===== src/rtl/uart_tx.sv =====
// UART transmitter: a bus write pushes one byte into a circular FIFO and an
// 8N1 state machine drains it, one bit per DIV clock cycles.
module uart_tx #(
  parameter int unsigned CLOCK_RATE = 50000000,
  parameter int unsigned BAUD_RATE  = 9600,
  parameter int unsigned DEPTH      = 16
) (
  input  logic        i_clock,
  input  logic        i_reset_n,
  input  logic        i_enable,
  input  logic [31:0] i_wdata,
  output logic        o_ready,
  output logic        o_waiting,
  output logic        o_empty,
  output logic        UART_TX
);

  localparam int unsigned DIV = CLOCK_RATE / BAUD_RATE;
  localparam int unsigned CW  = (DIV > 1) ? $clog2(DIV) : 1;
  localparam int unsigned PW  = (DEPTH > 1) ? $clog2(DEPTH) : 1;
  localparam int unsigned NW  = $clog2(DEPTH + 1);
  localparam logic [CW-1:0] BAUD_LAST  = CW'(DIV - 1);
  localparam logic [PW-1:0] PTR_LAST   = PW'(DEPTH - 1);
  localparam logic [NW-1:0] COUNT_FULL = NW'(DEPTH);

  typedef enum logic [1:0] {IDLE, START, DATA, STOP} state_t;

  state_t        state_q, state_d;
  logic [CW-1:0] baud_q, baud_d;
  logic [2:0]    bit_q, bit_d;
  logic [7:0]    shift_q, shift_d;

  logic [7:0]    mem [DEPTH];
  logic [PW-1:0] wr_ptr, rd_ptr;
  logic [NW-1:0] count;
  logic          accepted_q;
  logic          push, pop, last_tick;
  logic [23:0]   unused_wdata;

  assign unused_wdata = i_wdata[31:8];

  // Handshake: valid = i_enable, ready = o_ready. One push per enable
  // assertion; accepted_q stays set until the edge that sees i_enable low.
  // Fullness is judged on the registered count, so a same-edge pop never
  // frees space for a push.
  assign push      = i_reset_n && i_enable && !accepted_q && (count != COUNT_FULL);
  assign o_ready   = accepted_q;
  assign o_waiting = i_enable && !accepted_q && (count == COUNT_FULL);
  assign o_empty   = (state_q == IDLE) && (count == '0);
  assign last_tick = (baud_q == BAUD_LAST);

  always_ff @(posedge i_clock) begin
    if (push) mem[wr_ptr] <= i_wdata[7:0];
  end

  always_ff @(posedge i_clock) begin
    if (!i_reset_n) begin
      wr_ptr     <= '0;
      rd_ptr     <= '0;
      count      <= '0;
      accepted_q <= 1'b0;
    end else begin
      if (push) wr_ptr <= (wr_ptr == PTR_LAST) ? '0 : wr_ptr + PW'(1);
      if (pop)  rd_ptr <= (rd_ptr == PTR_LAST) ? '0 : rd_ptr + PW'(1);
      case ({push, pop})
        2'b10:   count <= count + NW'(1);
        2'b01:   count <= count - NW'(1);
        default: count <= count;
      endcase
      if (push)           accepted_q <= 1'b1;
      else if (!i_enable) accepted_q <= 1'b0;
    end
  end

  always_ff @(posedge i_clock) begin
    if (!i_reset_n) begin
      state_q <= IDLE;
      baud_q  <= '0;
      bit_q   <= '0;
      shift_q <= '0;
    end else begin
      state_q <= state_d;
      baud_q  <= baud_d;
      bit_q   <= bit_d;
      shift_q <= shift_d;
    end
  end

  always_comb begin
    state_d = state_q;
    baud_d  = baud_q;
    bit_d   = bit_q;
    shift_d = shift_q;
    pop     = 1'b0;
    UART_TX = 1'b1;
    case (state_q)
      IDLE: begin
        if (count != '0) begin
          pop     = 1'b1;
          shift_d = mem[rd_ptr];
          bit_d   = '0;
          baud_d  = '0;
          state_d = START;
        end
      end
      START: begin
        UART_TX = 1'b0;
        if (last_tick) begin
          baud_d  = '0;
          state_d = DATA;
        end else begin
          baud_d = baud_q + CW'(1);
        end
      end
      DATA: begin
        UART_TX = shift_q[0];
        if (last_tick) begin
          baud_d  = '0;
          shift_d = {1'b0, shift_q[7:1]};
          if (bit_q == 3'd7) state_d = STOP;
          else               bit_d   = bit_q + 3'd1;
        end else begin
          baud_d = baud_q + CW'(1);
        end
      end
      STOP: begin
        if (last_tick) begin
          baud_d = '0;
          // Back-to-back frames: reload straight into START with no idle gap.
          if (count != '0) begin
            pop     = 1'b1;
            shift_d = mem[rd_ptr];
            bit_d   = '0;
            state_d = START;
          end else begin
            state_d = IDLE;
          end
        end else begin
          baud_d = baud_q + CW'(1);
        end
      end
      default: state_d = IDLE;
    endcase
  end

endmodule


===== config.mk =====
export PLATFORM = sky130hd
export DESIGN_NAME = uart_tx
export DESIGN_NICKNAME = d
export VERILOG_FILES = /design/src/rtl/uart_tx.sv
export SDC_FILE = /design/constraint.sdc
export NUM_CORES = 1
export LEC_CHECK = 0
export ABC_AREA = 1
export ABC_CLOCK_PERIOD_IN_PS = 3510
export CAP_MARGIN = 10
export CORE_MARGIN = 2
export CORE_UTILIZATION = 65
export DETAILED_ROUTE_END_ITERATION = 12
export PLACE_DENSITY = 0.91
export SLEW_MARGIN = 20
export SYNTH_ARGS = -nofsm -noshare
export SYNTH_HDL_FRONTEND = slang
export SYNTH_SLANG_ARGS = --single-unit

===== constraint.sdc =====
create_clock -name i_clock -period 3.51 [get_ports i_clock]
set_clock_uncertainty 0.05 [all_clocks]
set_input_delay 0.702 -clock i_clock [delete_from_list [all_inputs] [get_ports i_clock]]
set_output_delay 0.702 -clock i_clock [all_outputs]
set_load 0.05 [all_outputs]

==> results of run 1 <==
==> critical path: cells and delay by family (launching register included) <==
kind	cells	cell delay, ns
AOI/OAI and AO/OA	1	0.31
DFF	1	0.44
buffers and inverters	2	1.00
adders and majority gates	1	0.29
==> cell usage in the layout, fill, tap and decap left out, types with 10 or more instances in the layout <==
cell type,count
a21oi_1,33
buf_4,16
clkbuf_16,17
clkdlybuf4s50_1,14
dfxtp_1,43
edfxtp_1,128
ha_1,18
inv_1,99
nand2_1,248
nand3_1,98
nor2_1,68
o21ai_0,20
xor2_1,10
==> stage by stage <==
step | utilization | setup WS, ns | power [W] | instance area, µm² | hold WS (ns)
detailed placement | 0.684 | 0.408 | 0.00440 | 8140 | 0.407
floorplan | - | 0.883 | 0.00394 | 7850 | 0.394
CTS | 0.736 | 0.318 | 0.00644 | 8760 | 0.416
global route | 0.736 | 0.224 | 0.00677 | 8760 | 0.435
finish | 0.736 | 0.284 | 0.00650 | 8760 | 0.418
global placement | 0.684 | 0.373 | 0.00431 | 8140 | 0.404
==> routing by layer <==
layer / global-route usage / up-vias / routed length [µm] / part of all wire
li1: - / 2770 / - / -
met1: 0.379 / 2794 / 6590 / 0.35
met2: 0.487 / 436 / 9200 / 0.50
met3: 0.0786 / 89 / 2000 / 0.11
met4: 0.157 / 0 / 760 / 0.041
met5: 0 / - / 0 / 0
==> logic make-up after synthesis <==
kind of cell | Yosys count
buffers and inverters | 136
DFF | 172
and+or+nand+nor | 440
adders and majority gates | 18
AOI/OAI and AO/OA | 66
xor gates and xnor gates | 10
==> registers in the layout (all words and copies together) (netlist names), named ones only <==
signal / count
wr_ptr: 4
bit_q: 3
baud_q: 13
mem: 128
state_q: 2
rd_ptr: 4
o_ready: 1
shift_q: 8
count: 5
==> power groups by stage <==
| stage | clock network [W] | logic, W | registers (W) |
|---|---|---|---|
| CTS | 0.00199 | 0.00207 | 0.00237 |
| global route | 0.00206 | 0.00232 | 0.00239 |
| detailed placement | 0 | 0.00199 | 0.00241 |
| global placement | 0 | 0.00190 | 0.00241 |
| floorplan | 0 | 0.00154 | 0.00240 |
| finish | 0.00200 | 0.00212 | 0.00238 |
==> final timing paths <==
| path | start | cells past startpoint | slack (ns) | endpoint |
|---|---|---|---|---|
| worst max-delay path | state_q[0]$_SDFFE_PN0P_ | 4 | 0.28 | UART_TX |
| worst min-delay path | shift_q[1]$_SDFFE_PN0P_ | 2 | 0.42 | shift_q[1]$_SDFFE_PN0P_ |
| worst max register to register | baud_q[0]$_SDFFE_PN0N_ | 16 | 0.65 | count[4]$_SDFFE_PN0P_ |
| worst min register to register | shift_q[1]$_SDFFE_PN0P_ | 2 | 0.42 | shift_q[1]$_SDFFE_PN0P_ |
==> cell type report <==
class                   instances  area (µm²)
clock inverters                14         194
repair buffers                 30         260
clock buffers                  18         429
multi-input cells             534        2570
fillers                       688        3150
flip-flops and latches        172        4730
inverters                     105         397
well taps                     147         184
==> qor.txt, run 1 <==
Synth warnings -> 0
fraction of registers with async set/reset -> 0
Sink Count -> 172
DRC Markers -> 0
post-CTS sizing -> 0
most frequent cells after synthesis -> nand2_1, edfxtp_1, inv_1
Antenna Nets Post-Route -> 0
initial antenna violation count -> 0
Die X-Extent -> 114 µm
#FFs+latches synth -> 172
drt first pass iters -> 6
proportion of layout cells with a drive suffix above 1 -> 0.0859
row cnt -> 40
commonest register cell after synthesis -> edfxtp_1
Port Buffer Count -> 14
core box area -> 11900 µm²
Critical Path RT -> 2.76 ns
largest family of logic cells by synthesized area -> simple AND/OR/NAND/NOR gates
Synth Area in XOR/XNOR -> 0.0112
clk_lat worst skew -> 0.44 ns
# IOs -> 39
Finished Layout Cells -> 1020
slowest stage delay, CP -> 0.87 ns
area leader, netlist -> edfxtp_1
Die ar. -> 13000 µm²
WL/cell -> 18.2 µm
share of Yosys cell area claimed by the top area cell type -> 0.490
Compound-Gate Fraction of Synth Area -> 0.0470
grt ovf -> 0
adder-cell share of the synthesized area -> 0.0287
Final setup viols -> 0
Min Clock Period, post-route -> 3.23 ns
critical path type -> reg -> out
Synth Instances -> 842
DR vias/cell -> 5.97
combinational share of power -> 0.327
total number of vias -> 6089
TritonCTS Buffers -> 17
Synth Area in Simple Gates -> 0.241
Switch Pwr -> 0.00240 W
P_int -> 0.00410 W
TritonCTS clock tree -> built
global-route wire length before repair -> 29500 µm
status -> completed
ANT cells -> 0
Worst Hold Class -> reg -> reg
number of global-route vias before repair -> 5846
Max Transition Viols Final -> 0
Post-synth EDFFs -> 128
Inst Count DP -> 988
Synth Net Count -> 895
Setup crit start kind -> flop
CTS clk-pin slew, worst paths -> 0.06 ns
first-iteration detailed-routing DRC count -> 868
mux cell area share after synthesis -> 0
Power Dens Cells -> 742 nW/µm²
Crit. End Element -> output port
Critical Path AT -> 2.47 ns
Sw Share -> 0.369
Critical Path Fanout Max -> 7
gpl congestion -> 0.828
Least-Margin Pin Slew -> 1.05 ns
total track usage -> 0.302
RSZ-0062 raised after global routing -> no
hold buffers post-CTS -> 0
maxcap violations -> 0
Final period util -> 0.919
VDD IR max -> 0.401 mV
slew margin rel. -> 0.297
final wirelength -> 18600 µm
Syn Std Cell Area -> 7850 µm²
Seq pwr share -> 0.366
crit-path cells -> inv_1 > ha_1 > o21ai_0 > clkdlybuf4s50_1
fmax -> 310 MHz
Area Growth Syn to Fin -> 11.7%
Clock Power Share -> 0.307
Root Buffer Master -> clkbuf_16
top post-synthesis cells by area -> edfxtp_1, nand2_1, dfxtp_1, nand3_1, inv_1
sequential share of the synthesized area -> 0.602
CTS H-tree lvls -> 4
Die Span Y -> 114 µm
Hold Vio Cnt, Final -> 0
Leak -> 3.57 nW
Max Buffers Root-to-Sink -> 2
post-CTS setup buffer count -> 0
DP Wirelength -> 10400 µm
Distinct cells, synth -> 40
setup TNS -> 0 ns
Starting Density -> 0.659
count leader, synth -> nand2_1
Avg Cell Area, Syn -> 9.32 µm²
Critical Path Slowest Stage Cell -> clkdlybuf4s50_1
largest net degree at the start of global routing -> 68
final net count -> 913
(Power assumes the default switching activity.)
==> run 2, diff against run 1 <==
--- a/config.mk
+++ b/config.mk
@@ -16,3 +16,4 @@
 export SYNTH_ARGS = -nofsm -noshare
 export SYNTH_HDL_FRONTEND = slang
 export SYNTH_SLANG_ARGS = --single-unit
+export TNS_END_PERCENT = 10
==> results of run 2 <==
The final DEF is identical to that of run 1; final timing and power are the same.
==> run 3, diff against run 2 <==
--- a/config.mk
+++ b/config.mk
@@ -10,6 +10,7 @@
 export CAP_MARGIN = 10
 export CORE_MARGIN = 2
 export CORE_UTILIZATION = 65
+export CTS_CLUSTER_SIZE = 14
 export DETAILED_ROUTE_END_ITERATION = 12
 export PLACE_DENSITY = 0.91
 export SLEW_MARGIN = 20
==> results of run 3 <==
The final DEF is identical to that of run 1; final timing and power are the same.
